File: src/rtl/cell_mem_access_ctrl.sv
// Single-owner access controller for one cell position memory.
// Round-robin arbitration between writeback (W), home-cell sweep (S) and
// random neighbour reads (R); one registered memory op per cycle, tagged
// read return after the memory read latency.
module cell_mem_access_ctrl #(
    parameter int DATA_WIDTH   = 96,
    parameter int ADDR_WIDTH   = 8,
    parameter int PARTICLE_NUM = 220,
    parameter int RD_LATENCY   = 2
) (
    input  logic                  clock,
    input  logic                  rst_n,
    input  logic                  sweep_start,
    output logic                  sweep_busy,
    output logic                  sweep_done,
    input  logic                  rd_req,
    input  logic [ADDR_WIDTH-1:0] rd_addr,
    output logic                  rd_gnt,
    input  logic                  wr_req,
    input  logic [ADDR_WIDTH-1:0] wr_addr,
    input  logic [DATA_WIDTH-1:0] wr_data,
    output logic                  wr_gnt,
    output logic [ADDR_WIDTH-1:0] mem_address,
    output logic [DATA_WIDTH-1:0] mem_data,
    output logic                  mem_rden,
    output logic                  mem_wren,
    input  logic [DATA_WIDTH-1:0] mem_q,
    output logic                  rd_valid,
    output logic [DATA_WIDTH-1:0] rd_data,
    output logic [ADDR_WIDTH-1:0] rd_tag,
    output logic                  rd_src,
    output logic                  addr_err
);
    // stage 0 is the registered op; stage STAGES lines up with mem_q
    localparam int STAGES = RD_LATENCY;
    localparam int CW     = ADDR_WIDTH + 1;

    typedef enum logic [1:0] {IDLE, SWEEP, DRAIN} state_t;
    typedef enum logic [1:0] {SRC_W = 2'd0, SRC_S = 2'd1, SRC_R = 2'd2} src_t;

    typedef struct packed {
        logic                  vld;
        logic                  in_rng;
        logic                  src;
        logic [ADDR_WIDTH-1:0] tag;
    } rd_ent_t;

    state_t          state;
    logic [CW-1:0]   cnt;
    src_t            prio;
    rd_ent_t         vld_pipe [STAGES:0];
    rd_ent_t         pipe_in;
    logic            gnt_w, gnt_s, gnt_r;
    logic            sw_req;
    logic            wr_in_rng, rd_in_rng;

    assign sw_req    = (state == SWEEP) && (cnt < CW'(PARTICLE_NUM));
    assign wr_in_rng = ({1'b0, wr_addr} < CW'(PARTICLE_NUM));
    assign rd_in_rng = ({1'b0, rd_addr} < CW'(PARTICLE_NUM));

    // Round-robin grant: prio holds the source that wins ties this cycle
    always_comb begin
        gnt_w = 1'b0;
        gnt_s = 1'b0;
        gnt_r = 1'b0;
        if (rst_n) begin
            case (prio)
                SRC_W: begin
                    if (wr_req)      gnt_w = 1'b1;
                    else if (sw_req) gnt_s = 1'b1;
                    else if (rd_req) gnt_r = 1'b1;
                end
                SRC_S: begin
                    if (sw_req)      gnt_s = 1'b1;
                    else if (rd_req) gnt_r = 1'b1;
                    else if (wr_req) gnt_w = 1'b1;
                end
                default: begin
                    if (rd_req)      gnt_r = 1'b1;
                    else if (wr_req) gnt_w = 1'b1;
                    else if (sw_req) gnt_s = 1'b1;
                end
            endcase
        end
    end

    assign wr_gnt = gnt_w;
    assign rd_gnt = gnt_r;

    // Register the granted op onto the memory port; out-of-range ops keep their slot but stay silent
    always_ff @(posedge clock or negedge rst_n) begin
        if (!rst_n) begin
            mem_address <= '0;
            mem_data    <= '0;
            mem_rden    <= 1'b0;
            mem_wren    <= 1'b0;
            prio        <= SRC_W;
            addr_err    <= 1'b0;
        end else begin
            mem_rden <= 1'b0;
            mem_wren <= 1'b0;
            mem_data <= '0;
            if (gnt_w) begin
                mem_address <= wr_addr;
                mem_data    <= wr_data;
                mem_wren    <= wr_in_rng;
                prio        <= SRC_S;
            end else if (gnt_s) begin
                mem_address <= cnt[ADDR_WIDTH-1:0];
                mem_rden    <= 1'b1;
                prio        <= SRC_R;
            end else if (gnt_r) begin
                mem_address <= rd_addr;
                mem_rden    <= rd_in_rng;
                prio        <= SRC_W;
            end
            if ((gnt_w && !wr_in_rng) || (gnt_r && !rd_in_rng))
                addr_err <= 1'b1;
        end
    end

    // Descriptor of a granted read entering the return pipe
    always_comb begin
        pipe_in        = '0;
        pipe_in.vld    = gnt_s | gnt_r;
        pipe_in.in_rng = gnt_s | (gnt_r & rd_in_rng);
        pipe_in.src    = gnt_s;
        if (gnt_s)      pipe_in.tag = cnt[ADDR_WIDTH-1:0];
        else if (gnt_r) pipe_in.tag = rd_addr;
    end

    // Return pipe tracks valid/tag/source alongside the memory latency
    always_ff @(posedge clock or negedge rst_n) begin
        if (!rst_n) begin
            for (int i = 0; i <= STAGES; i++) vld_pipe[i] <= '0;
        end else begin
            vld_pipe[0] <= pipe_in;
            for (int i = 1; i <= STAGES; i++) vld_pipe[i] <= vld_pipe[i-1];
        end
    end

    assign rd_valid   = vld_pipe[STAGES].vld;
    assign rd_tag     = vld_pipe[STAGES].tag;
    assign rd_src     = vld_pipe[STAGES].src;
    assign rd_data    = (vld_pipe[STAGES].vld && vld_pipe[STAGES].in_rng) ? mem_q : '0;
    assign sweep_done = (state == DRAIN) && rd_valid && rd_src
                        && (rd_tag == ADDR_WIDTH'(PARTICLE_NUM - 1));
    assign sweep_busy = (state != IDLE);

    // Sweep FSM: issue 0..PARTICLE_NUM-1, then wait for the last datum to return
    always_ff @(posedge clock or negedge rst_n) begin
        if (!rst_n) begin
            state <= IDLE;
            cnt   <= '0;
        end else begin
            case (state)
                IDLE: begin
                    if (sweep_start) begin
                        state <= SWEEP;
                        cnt   <= '0;
                    end
                end
                SWEEP: begin
                    if (gnt_s) begin
                        cnt <= cnt + CW'(1);
                        if (cnt == CW'(PARTICLE_NUM - 1)) state <= DRAIN;
                    end
                end
                DRAIN: begin
                    if (sweep_done) state <= IDLE;
                end
                default: state <= IDLE;
            endcase
        end
    end
endmodule

File: config.mk
export PLATFORM = sky130hd
export DESIGN_NAME = cell_mem_access_ctrl
export DESIGN_NICKNAME = d
export VERILOG_FILES = /design/src/rtl/cell_mem_access_ctrl.sv
export SDC_FILE = /design/constraint.sdc
export NUM_CORES = 1
export LEC_CHECK = 0
export CORE_AREA = 2 2 168 170
export DETAILED_ROUTE_END_ITERATION = 7
export DIE_AREA = 0 0 170 172
export PLACE_DENSITY = 0.51
export SLEW_MARGIN = 40
export SYNTH_ARGS = -nofsm -noshare
export SYNTH_HDL_FRONTEND = slang
export SYNTH_SLANG_ARGS = --single-unit
File: constraint.sdc
create_clock -name clock -period 3.5 [get_ports clock]
set_input_delay 0.525 -clock clock [delete_from_list [all_inputs] [get_ports clock]]
set_output_delay 0.525 -clock clock [all_outputs]
set_load 0.05 [all_outputs]
==> results.yml <==
setup_path:
  max_stage_delay_ps: 580
  worst-setup-path-type: "flip-flop to output port"
  critPathArrivalTime_ps: 2600
  critPathRequiredTime_ps: 2970
  cp_num_buf_inv: 1
  end_kind: "output port"
  critical_path_depth: 5
  start_kind: "flip-flop"
  crit_chain: "nand4_2 > or4b_4 > a31oi_4 > o21a_2 > buf_12"
  setup.worst_path.start: "cnt[3]$_DFFE_PN0P_"
  cp_slowest_cell: "or4b_4"
  crit_path_end: "wr_gnt"
  reg2reg_from: "cnt[3]$_DFFE_PN0P_"
  reg2reg_to: "mem_data[27]$_DFF_PN0_"
  ff2ff_setup_slack_ps: 870
  r2r_cells: 6
  crit_family: "simple AND/OR/NAND/NOR gates"
  cp_max_fo: 14
floorplanning:
  io_pins: 430
  coreArea_um2: 27500
  row_count: 61
  die_area_um2: 29200
  die_w_um: 170
  start_util: 0.221
  die_height_um: 172
clock_network:
  htree_levels: 4
  cts_buffer_depth: 2
  clkSlewWorstSetupHoldPaths_ps: 60
  cts_tree: "built"
  ctsResizeCount: 0
  cts_buffers: 17
  clock_sinks: 153
  postCtsSetupBuffers: 0
  cts-root-buf: "clkbuf_16"
  worstSkewPairLatency_ps: 420
  holdBufCountCts: 1
placed_design:
  numPortBuffers: 429
  numPlacedInstances: 1253
  routabilityCongestion: 0.848
  dpl.hpwl_mm: 17.9
  place_ws_ps: 733
logic_synthesis:
  syn_area_um2: 6070
  synth_top_area_frac: 0.631
  avgSynthCellArea_um2: 11.8
  synth-seq-cells: 153
  synth_edf_count: 0
  synth_cells: 514
  synth-async-reset-ratio: 1.00
  synth_fp_nets: 728
  yosys-top-cells-count: "dfrtp_1 (153), and2_1 (99), and3_1 (99)"
  synthTopCellsByArea: "dfrtp_1 (63%), and2_1 (10%), and3_1 (10%)"
  synth-main-ff-cell: "dfrtp_1"
  yosysUniqueCellTypes: 49
  yosysMostFrequentCell: "dfrtp_1"
  yosysSeqAreaShare: 0.631
  yosys_warnings: 0
  yosysTopAreaCell: "dfrtp_1"
drt:
  vias: 5315
  routed_wl_mm: 22.6
  drt_pre_antenna_iters: 4
  drt_iter0_drc: 210
  ant_nets: 0
  wl_per_cell_um: 17.6
  viasPerCell: 4.14
  drc: 0
min_path:
  hold_class: "flip-flop to flip-flop"
timing:
  worst_pin_slew_ps: 686
  hold_viol: 0
  setup-violations-final: 0
  fin_ws_ps: 379
  skew_ps: 15.6
  finalCritPeriodShare: 0.892
  grt_setup_unrepaired: "no"
  fin_crit_ps: 3120
  fin_tns_setup_ps: 0
  max_clock_freq_ghz: 0.320
  slew_viol_final: 0
  relSlewSlack: 0.543
final_layout:
  area_growth_pct: 85.1
  fillers: 2647
  instances_no_fill: 1285
  diodes: 0
  drive_gt1_frac: 0.0575
  final_core_util: 0.409
  nets: 1141
pwr:
  peakVddDrop_v: 0.000305
  p_per_area_nw_per_um2: 599
  power.total_mw: 6.73
  p_leak_nw: 5.18
global_route:
  grt-ovfl-total: 0
  use_met2: 0.270
  grt_use_met3: 0.0504
  grt_use_met1: 0.157
  grt_max_degree: 97
  grt_pass1_vias: 5208
  busiest_layer: "met2"
  grt_pass1_wl_mm: 31.8
  track_usage: 0.147
  antenna_found_initial: 0
flow_run:
  maxCapViolCount: 0
run_status:
  status: "completed"
placed cells by master, fill, tap and decap left out, drive strengths merged, types with 5 or more instances in the layout:
| master | Yosys | layout |
|---|---|---|
| clkbuf | 30 | 17 |
| nand2 | 12 | 12 |
| and2 | 99 | 99 |
| a22oi | 5 | 5 |
| o311ai | 6 | 6 |
| a31oi | 8 | 8 |
| nor3 | 6 | 6 |
| clkdlybuf4s50 | 0 | 426 |
| dfrtp | 153 | 153 |
| inv | 21 | 29 |
| nor2 | 11 | 11 |
| and3 | 99 | 99 |
| buf | 15 | 12 |
| o211ai | 8 | 8 |
worst register-to-register path, stage by stage (launching register included):
cell	delay (ps)
dfrtp_1	520
nand4_2	170
or4b_4	580
a31oi_4	330
o21a_2	390
buf_12	310
and2_1	260
layout make-up:
type,count,area [um^2],share of cell area
clock inverter,14,138,0.0122
tap,346,433,0.0385
timing repair buffer,439,4420,0.393
multi-input combinational,295,1910,0.170
sequential,153,3830,0.341
clock buffer,17,425,0.0379
inverter,21,78.8,0.00701
how the worst min path moves through the flow:
stage                           start                      to  slack, ps  cells past startpoint
2_1_floorplan                   rst_n    addr_err$_DFFE_PN0P_        230                      0
3_3_place_gp   vld_pipe[12]$_DFF_PN0_     rd_tag[1]$_DFF_PN0_        330                      0
3_5_place_dp   vld_pipe[20]$_DFF_PN0_  vld_pipe[31]$_DFF_PN0_        330                      0
4_1_cts         vld_pipe[7]$_DFF_PN0_  vld_pipe[18]$_DFF_PN0_        350                      0
5_1_grt        vld_pipe[16]$_DFF_PN0_     rd_tag[5]$_DFF_PN0_        350                      0
6_report        vld_pipe[0]$_DFF_PN0_  vld_pipe[11]$_DFF_PN0_        340                      0
layer usage:
metal,part of all wire,up-vias
met2,0.54,245
met1,0.35,2495
met5,0,-
met4,0.024,0
li1,-,2551
met3,0.086,24
sequential cells by signal (all words and copies together) (netlist names):
name         cells
mem_data        96
vld_pipe        23
cnt              9
mem_address      8
rd_tag           8
prio             2
state            2
addr_err         1
mem_rden         1
mem_wren         1
rd_src           1
rd_valid         1
where the power goes:
group / switching, mW / total, mW / internal [mW]
clock: 0.766 / 1.76 / 0.994
combinational: 1.70 / 2.68 / 0.979
sequential: 0.232 / 2.29 / 2.06
total: 2.70 / 6.73 / 4.03
per-stage QoR:
stage | hold WS, ps | instance area (um^2)
after CTS | 346 | 11200
final | 345 | 11200
after detailed placement | 335 | 10700
after global placement | 333 | 10700
after global routing | 353 | 11200
after floorplan | 229 | 6070
cells by family after synthesis:
family          Yosys count  synth area share
simple gates            243             0.246
flops                   153             0.631
buf+inv                  66            0.0548
compound gates           48            0.0620
xor+xnor                  2           0.00289
mux                       1           0.00165
fa+ha+maj                 1           0.00206
(Power assumes the default switching activity.)
